==> src/rtl/cmd_scheduler.sv <==
// cmd_scheduler: arbitrates the host and auto-command requesters onto the
// single CMD controller. It launches each command, waits for completion,
// acknowledges it, and returns the response to the requester that won.
// Ports:
//   clock, reset (async, active high)
//   req0_*/req1_*            valid/ready command requests (0 = host, 1 = auto)
//   done0/done1              one-cycle completion pulses to the requesters
//   resp_out, err_out        captured response / watchdog abort flag
//   busy                     high whenever a command is in flight
//   ctl_idle, new_command, cmd_index, cmd_argument,
//   command_complete, enable_command_complete, enable_response,
//   response, ack_response, ack_command_complete   controller side
// Optional feature macro: CMD_SCHED_WDOG_EN enables a WAIT/ACK watchdog.
module cmd_scheduler #(
    parameter int unsigned WDOG_W      = 16,
    parameter int unsigned WDOG_CYCLES = 4096
) (
    input  logic         clock,
    input  logic         reset,
    input  logic         req0_valid,
    input  logic [5:0]   req0_index,
    input  logic [31:0]  req0_argument,
    output logic         req0_ready,
    input  logic         req1_valid,
    input  logic [5:0]   req1_index,
    input  logic [31:0]  req1_argument,
    output logic         req1_ready,
    output logic         done0,
    output logic         done1,
    output logic [127:0] resp_out,
    output logic         err_out,
    output logic         busy,
    input  logic         ctl_idle,
    output logic         new_command,
    output logic [5:0]   cmd_index,
    output logic [31:0]  cmd_argument,
    input  logic         command_complete,
    input  logic         enable_command_complete,
    input  logic         enable_response,
    input  logic [127:0] response,
    output logic         ack_response,
    output logic         ack_command_complete
);

    // The watchdog limit must be reachable by a WDOG_W-bit counter.
    if (WDOG_CYCLES < 2 ||
        (WDOG_W < 32 && WDOG_CYCLES > (32'd1 << WDOG_W))) begin : g_bad_cfg
        $error("cmd_scheduler: WDOG_CYCLES does not fit in WDOG_W bits");
    end

    typedef enum logic [2:0] {
        S_IDLE,
        S_ISSUE,
        S_WAIT,
        S_ACK,
        S_DONE
    } state_t;

    state_t         state_q, state_d;
    logic           grant_q, grant_d;
    logic           last_grant_q, last_grant_d;
    logic [5:0]     idx_q, idx_d;
    logic [31:0]    arg_q, arg_d;
    logic [127:0]   resp_q, resp_d;
    logic           pick1;
    logic           cmd_done;

`ifdef CMD_SCHED_WDOG_EN
    logic [WDOG_W-1:0] wdog_q, wdog_d;
    logic              err_q, err_d;
    logic              wdog_hit;

    assign wdog_hit = (wdog_q == WDOG_W'(WDOG_CYCLES - 1));
    assign err_out  = (state_q == S_DONE) && err_q;
`else
    assign err_out  = 1'b0;
`endif

    // On a tie the requester that did not win last time goes next.
    assign pick1    = req1_valid && !(req0_valid && last_grant_q);
    assign cmd_done = command_complete && enable_command_complete
                      && enable_response;

    assign busy         = (state_q != S_IDLE);
    assign cmd_index    = idx_q;
    assign cmd_argument = arg_q;
    assign resp_out     = resp_q;

    always_comb begin
        state_d              = state_q;
        grant_d              = grant_q;
        last_grant_d         = last_grant_q;
        idx_d                = idx_q;
        arg_d                = arg_q;
        resp_d               = resp_q;
        req0_ready           = 1'b0;
        req1_ready           = 1'b0;
        new_command          = 1'b0;
        ack_response         = 1'b0;
        ack_command_complete = 1'b0;
        done0                = 1'b0;
        done1                = 1'b0;
`ifdef CMD_SCHED_WDOG_EN
        wdog_d               = wdog_q;
        err_d                = err_q;
`endif
        case (state_q)
            S_IDLE: begin
                if (ctl_idle && (req0_valid || req1_valid)) begin
                    req0_ready   = !pick1;
                    req1_ready   = pick1;
                    idx_d        = pick1 ? req1_index : req0_index;
                    arg_d        = pick1 ? req1_argument : req0_argument;
                    grant_d      = pick1;
                    last_grant_d = pick1;
                    state_d      = S_ISSUE;
`ifdef CMD_SCHED_WDOG_EN
                    err_d        = 1'b0;
`endif
                end
            end
            S_ISSUE: begin
                new_command = 1'b1;
                state_d     = S_WAIT;
`ifdef CMD_SCHED_WDOG_EN
                wdog_d      = '0;
`endif
            end
            S_WAIT: begin
                if (cmd_done) begin
                    resp_d  = response;
                    state_d = S_ACK;
                end
            end
            S_ACK: begin
                ack_response         = 1'b1;
                ack_command_complete = 1'b1;
                if (!enable_command_complete) begin
                    state_d = S_DONE;
                end
            end
            S_DONE: begin
                done0   = !grant_q;
                done1   = grant_q;
                state_d = S_IDLE;
            end
            default: begin
                state_d = S_IDLE;
            end
        endcase
`ifdef CMD_SCHED_WDOG_EN
        if (state_q == S_WAIT || state_q == S_ACK) begin
            if (wdog_q != '1) begin
                wdog_d = wdog_q + 1'b1;
            end
            // Timeout overrides any completion seen in the same cycle.
            if (wdog_hit) begin
                state_d              = S_DONE;
                resp_d               = '0;
                err_d                = 1'b1;
                ack_response         = 1'b0;
                ack_command_complete = 1'b0;
            end
        end
`endif
    end

    always_ff @(posedge clock or posedge reset) begin
        if (reset) begin
            state_q      <= S_IDLE;
            grant_q      <= 1'b0;
            last_grant_q <= 1'b1;
            idx_q        <= '0;
            arg_q        <= '0;
            resp_q       <= '0;
`ifdef CMD_SCHED_WDOG_EN
            wdog_q       <= '0;
            err_q        <= 1'b0;
`endif
        end else begin
            state_q      <= state_d;
            grant_q      <= grant_d;
            last_grant_q <= last_grant_d;
            idx_q        <= idx_d;
            arg_q        <= arg_d;
            resp_q       <= resp_d;
`ifdef CMD_SCHED_WDOG_EN
            wdog_q       <= wdog_d;
            err_q        <= err_d;
`endif
        end
    end

endmodule

==> config.mk <==
export PLATFORM = sky130hd
export DESIGN_NAME = cmd_scheduler
export DESIGN_NICKNAME = d
export VERILOG_FILES = /design/src/rtl/cmd_scheduler.sv
export SDC_FILE = /design/constraint.sdc
export NUM_CORES = 1
export LEC_CHECK = 0
export ABC_CLOCK_PERIOD_IN_PS = 7600
export CORE_AREA = 2 2 152 154
export CTS_BUF_LIST = sky130_fd_sc_hd__clkbuf_8
export DETAILED_ROUTE_END_ITERATION = 8
export DIE_AREA = 0 0 154 156
export HOLD_SLACK_MARGIN = 0.12
export PLACE_DENSITY = 0.65
export SETUP_SLACK_MARGIN = 0.1
export SKIP_CTS_REPAIR_TIMING = 1
export SLEW_MARGIN = 20
export SYNTH_ARGS = -nofsm -noshare
export SYNTH_HDL_FRONTEND = slang
export SYNTH_SLANG_ARGS = --single-unit
==> constraint.sdc <==
create_clock -name clock -period 7.6 [get_ports clock]
set_clock_uncertainty 0.05 [all_clocks]
set_input_delay 1.52 -clock clock [delete_from_list [all_inputs] [get_ports clock]]
set_output_delay 1.52 -clock clock [all_outputs]
set_load 0.01 [all_outputs]
==> impl_metrics.env <==
export IMPL_status="complete, no violations"
export IMPL_worst_endpoint_arrival_ps=3360
export IMPL_antenna_found_initial=0
export IMPL_placementRows=55
export IMPL_firstDrtPassIters=4
export IMPL_hold_violations=0
export IMPL_htreeDepth=4
export IMPL_synth_seq_cells=171
export IMPL_gp_congestion=0.766
export IMPL_path_clk_slew_ps=90
export IMPL_min_period_ps=4930
export IMPL_antenna_cells=0
export IMPL_clock_sinks=171
export IMPL_synthesis_nets=637
export IMPL_core_um2=22400
export IMPL_power_leakage_uw=0.00463
export IMPL_tightest_slew_ps=847
export IMPL_root_buffer="clkbuf_8"
export IMPL_fin_setup_tns_ps=0
export IMPL_netlist_cell_type_count=25
export IMPL_io_buffers=385
export IMPL_cts_tree="yes"
export IMPL_drc=0
export IMPL_cpMostUsedCell="clkdlybuf4s50_1"
export IMPL_fmax_mhz=203
export IMPL_required_ps=6030
export IMPL_drt_antenna_violating_nets=0
export IMPL_mostFrequentLayoutCell="clkdlybuf4s50_1"
export IMPL_endpoint_kind="output port"
export IMPL_setup_viol_count_final=0
export IMPL_initial_core_util=0.312
export IMPL_relSlewSlack=0.435
export IMPL_grt_max_degree=129
export IMPL_holdWs_ps=443
export IMPL_syn_inst=425
export IMPL_crit_chain="clkdlybuf4s50_1 > a21boi_4 > buf_4 > and2_1 > clkdlybuf4s50_1"
export IMPL_grt_overflow=0
export IMPL_routed_wl_mm=19.4
export IMPL_clkLatencyLatePin_ps=440
export IMPL_path_class="primary input to output port"
export IMPL_syn_to_final_growth_pct=63.9
export IMPL_syn_area_um2=6980
export IMPL_pin_count=387
export IMPL_die_area_um2=24000
export IMPL_cp_max_fo=42
export IMPL_layout_common_cells="clkdlybuf4s50_1 (385), mux2_2 (203), dfrtp_1 (170), clkbuf_8 (18), inv_6 (5)"
export IMPL_drive_gt1_frac=0.298
export IMPL_cts_inserted_buffers=17
export IMPL_die_y_um=156
export IMPL_max_stage_delay_ps=530
export IMPL_hp_class="register to register"
export IMPL_rsz0062_at_grt="no"
export IMPL_track_usage=0.160
export IMPL_timing_final_crit_share=0.649
export IMPL_place_hpwl_mm=14.8
export IMPL_via_per_inst=4.51
export IMPL_nets=1022
export IMPL_vias=4994
export IMPL_grt_pass1_vias=5466
export IMPL_crit_buf_inv=3
export IMPL_power_density_nw_per_um2=369
export IMPL_setup_ws_ps=2670
export IMPL_dp_slack_ps=2640
export IMPL_routedWlPerCell_um=17.5
export IMPL_clockBufferDepth=2
export IMPL_grt_pass1_wl_mm=29.9
export IMPL_slew_viol_final=0
export IMPL_yosysSeqAreaShare=0.613
export IMPL_vdd_drop_max_v=0.000153
export IMPL_syn_area_per_cell_um2=16.4
export IMPL_critPathLaunchType="primary input"
export IMPL_die_w_um=154
export IMPL_cap_violations=0
export IMPL_critical_path_top_delay_family="buffers and inverters"
export IMPL_drtIter0Drc=198
export IMPL_cp_slowest_cell="clkdlybuf4s50_1"
export IMPL_yosysWarningCount=0
-- synth_stat cells --
| library cell | number | share of area |
|---|---|---|
| nor2_4 | 1 | 0.0016 |
| nand2_1 | 4 | 0.0022 |
| buf_4 | 4 | 0.0043 |
| nor3_1 | 2 | 0.0014 |
| buf_2 | 3 | 0.0022 |
| inv_1 | 1 | 0.00054 |
| nor2_1 | 4 | 0.0022 |
| nor3b_1 | 1 | 0.0011 |
| and2_1 | 1 | 0.00090 |
| dfrtp_1 | 170 | 0.61 |
| and3b_1 | 1 | 0.0013 |
| nor2b_1 | 1 | 0.00090 |
| conb_1 | 1 | 0.00054 |
| o32a_1 | 1 | 0.0014 |
| mux2_1 | 3 | 0.0048 |
| a21oi_1 | 1 | 0.00072 |
| buf_6 | 16 | 0.026 |
| o21ai_0 | 1 | 0.00072 |
| a21boi_2 | 1 | 0.0016 |
| mux2_2 | 203 | 0.33 |
| clkbuf_1 | 1 | 0.00054 |
| dfstp_2 | 1 | 0.0038 |
| or3_4 | 1 | 0.0016 |
| nor4_2 | 1 | 0.0018 |
| and3_1 | 1 | 0.00090 |
-- logic make-up (layout without fill, tap and decap cells) --
| group | after synthesis | count (layout) | share of synthesized area |
|---|---|---|---|
| buffers and inverters | 25 | 423 | 0.0333 |
| other | 1 | 1 | 0.000537 |
| flip-flops | 171 | 171 | 0.613 |
| multiplexers | 206 | 206 | 0.332 |
| AO/OA/AOI/OAI | 4 | 4 | 0.00448 |
| AND/OR/NAND/NOR | 18 | 18 | 0.0158 |
-- worst paths after layout --
check | to | startpoint | cells after the start | slack, ps
setup / recovery | req1_ready | req1_valid | 5 | 2670
hold / removal | cmd_argument[4]$_DFFE_PP0P_ | cmd_argument[4]$_DFFE_PP0P_ | 1 | 440
setup reg to reg | resp_out[77]$_DFFE_PP0P_ | state_q[2]$_DFFE_PP0P_ | 3 | 5510
hold reg to reg | cmd_argument[4]$_DFFE_PP0P_ | cmd_argument[4]$_DFFE_PP0P_ | 1 | 440
max in group asynchronous | resp_out[88]$_DFFE_PP0P_ | reset | 3 | 4870
min in group asynchronous | resp_out[35]$_DFFE_PP0P_ | reset | 2 | 1420
-- report_power, final --
part	leakage, uW	switching [uW]	internal, uW
Clock	0.000206	364	284
Sequential	0.00205	241	1370
Combinational	0.00237	701	1260
-- registers in the layout, indices dropped and copies added, names as in the netlist --
name	count
resp_out	128
cmd_argument	32
cmd_index	6
state_q	3
grant_q	1
last_grant_q	1
-- through the flow --
stage	cells	area (um2)	util	total power, uW
2_1_floorplan	425	6980	-	2410
3_3_place_gp	1076	11000	0.493	3570
3_5_place_dp	1076	11000	0.493	3620
4_1_cts	1108	11400	0.511	4290
5_1_grt	1108	11400	0.511	4470
6_report	1108	11400	0.511	4220
-- layer usage --
metal  track usage  share of wire  wire (um)
met1         0.173           0.37       7180
met2         0.285           0.51       9960
met3        0.0614          0.091       1770
met4        0.0623          0.026        503
met5             0              0          0
-- cell type report --
| cell class | count | area (um2) |
|---|---|---|
| Fill cell | 1907 | 10900 |
| Sequential cell | 171 | 4280 |
| Timing Repair Buffer | 390 | 3900 |
| Multi-Input combinational cell | 229 | 2480 |
| Tap cell | 285 | 357 |
| Clock buffer | 18 | 248 |
| Clock inverter | 14 | 155 |
| Inverter | 1 | 8.76 |
(Power assumes the default switching activity.)
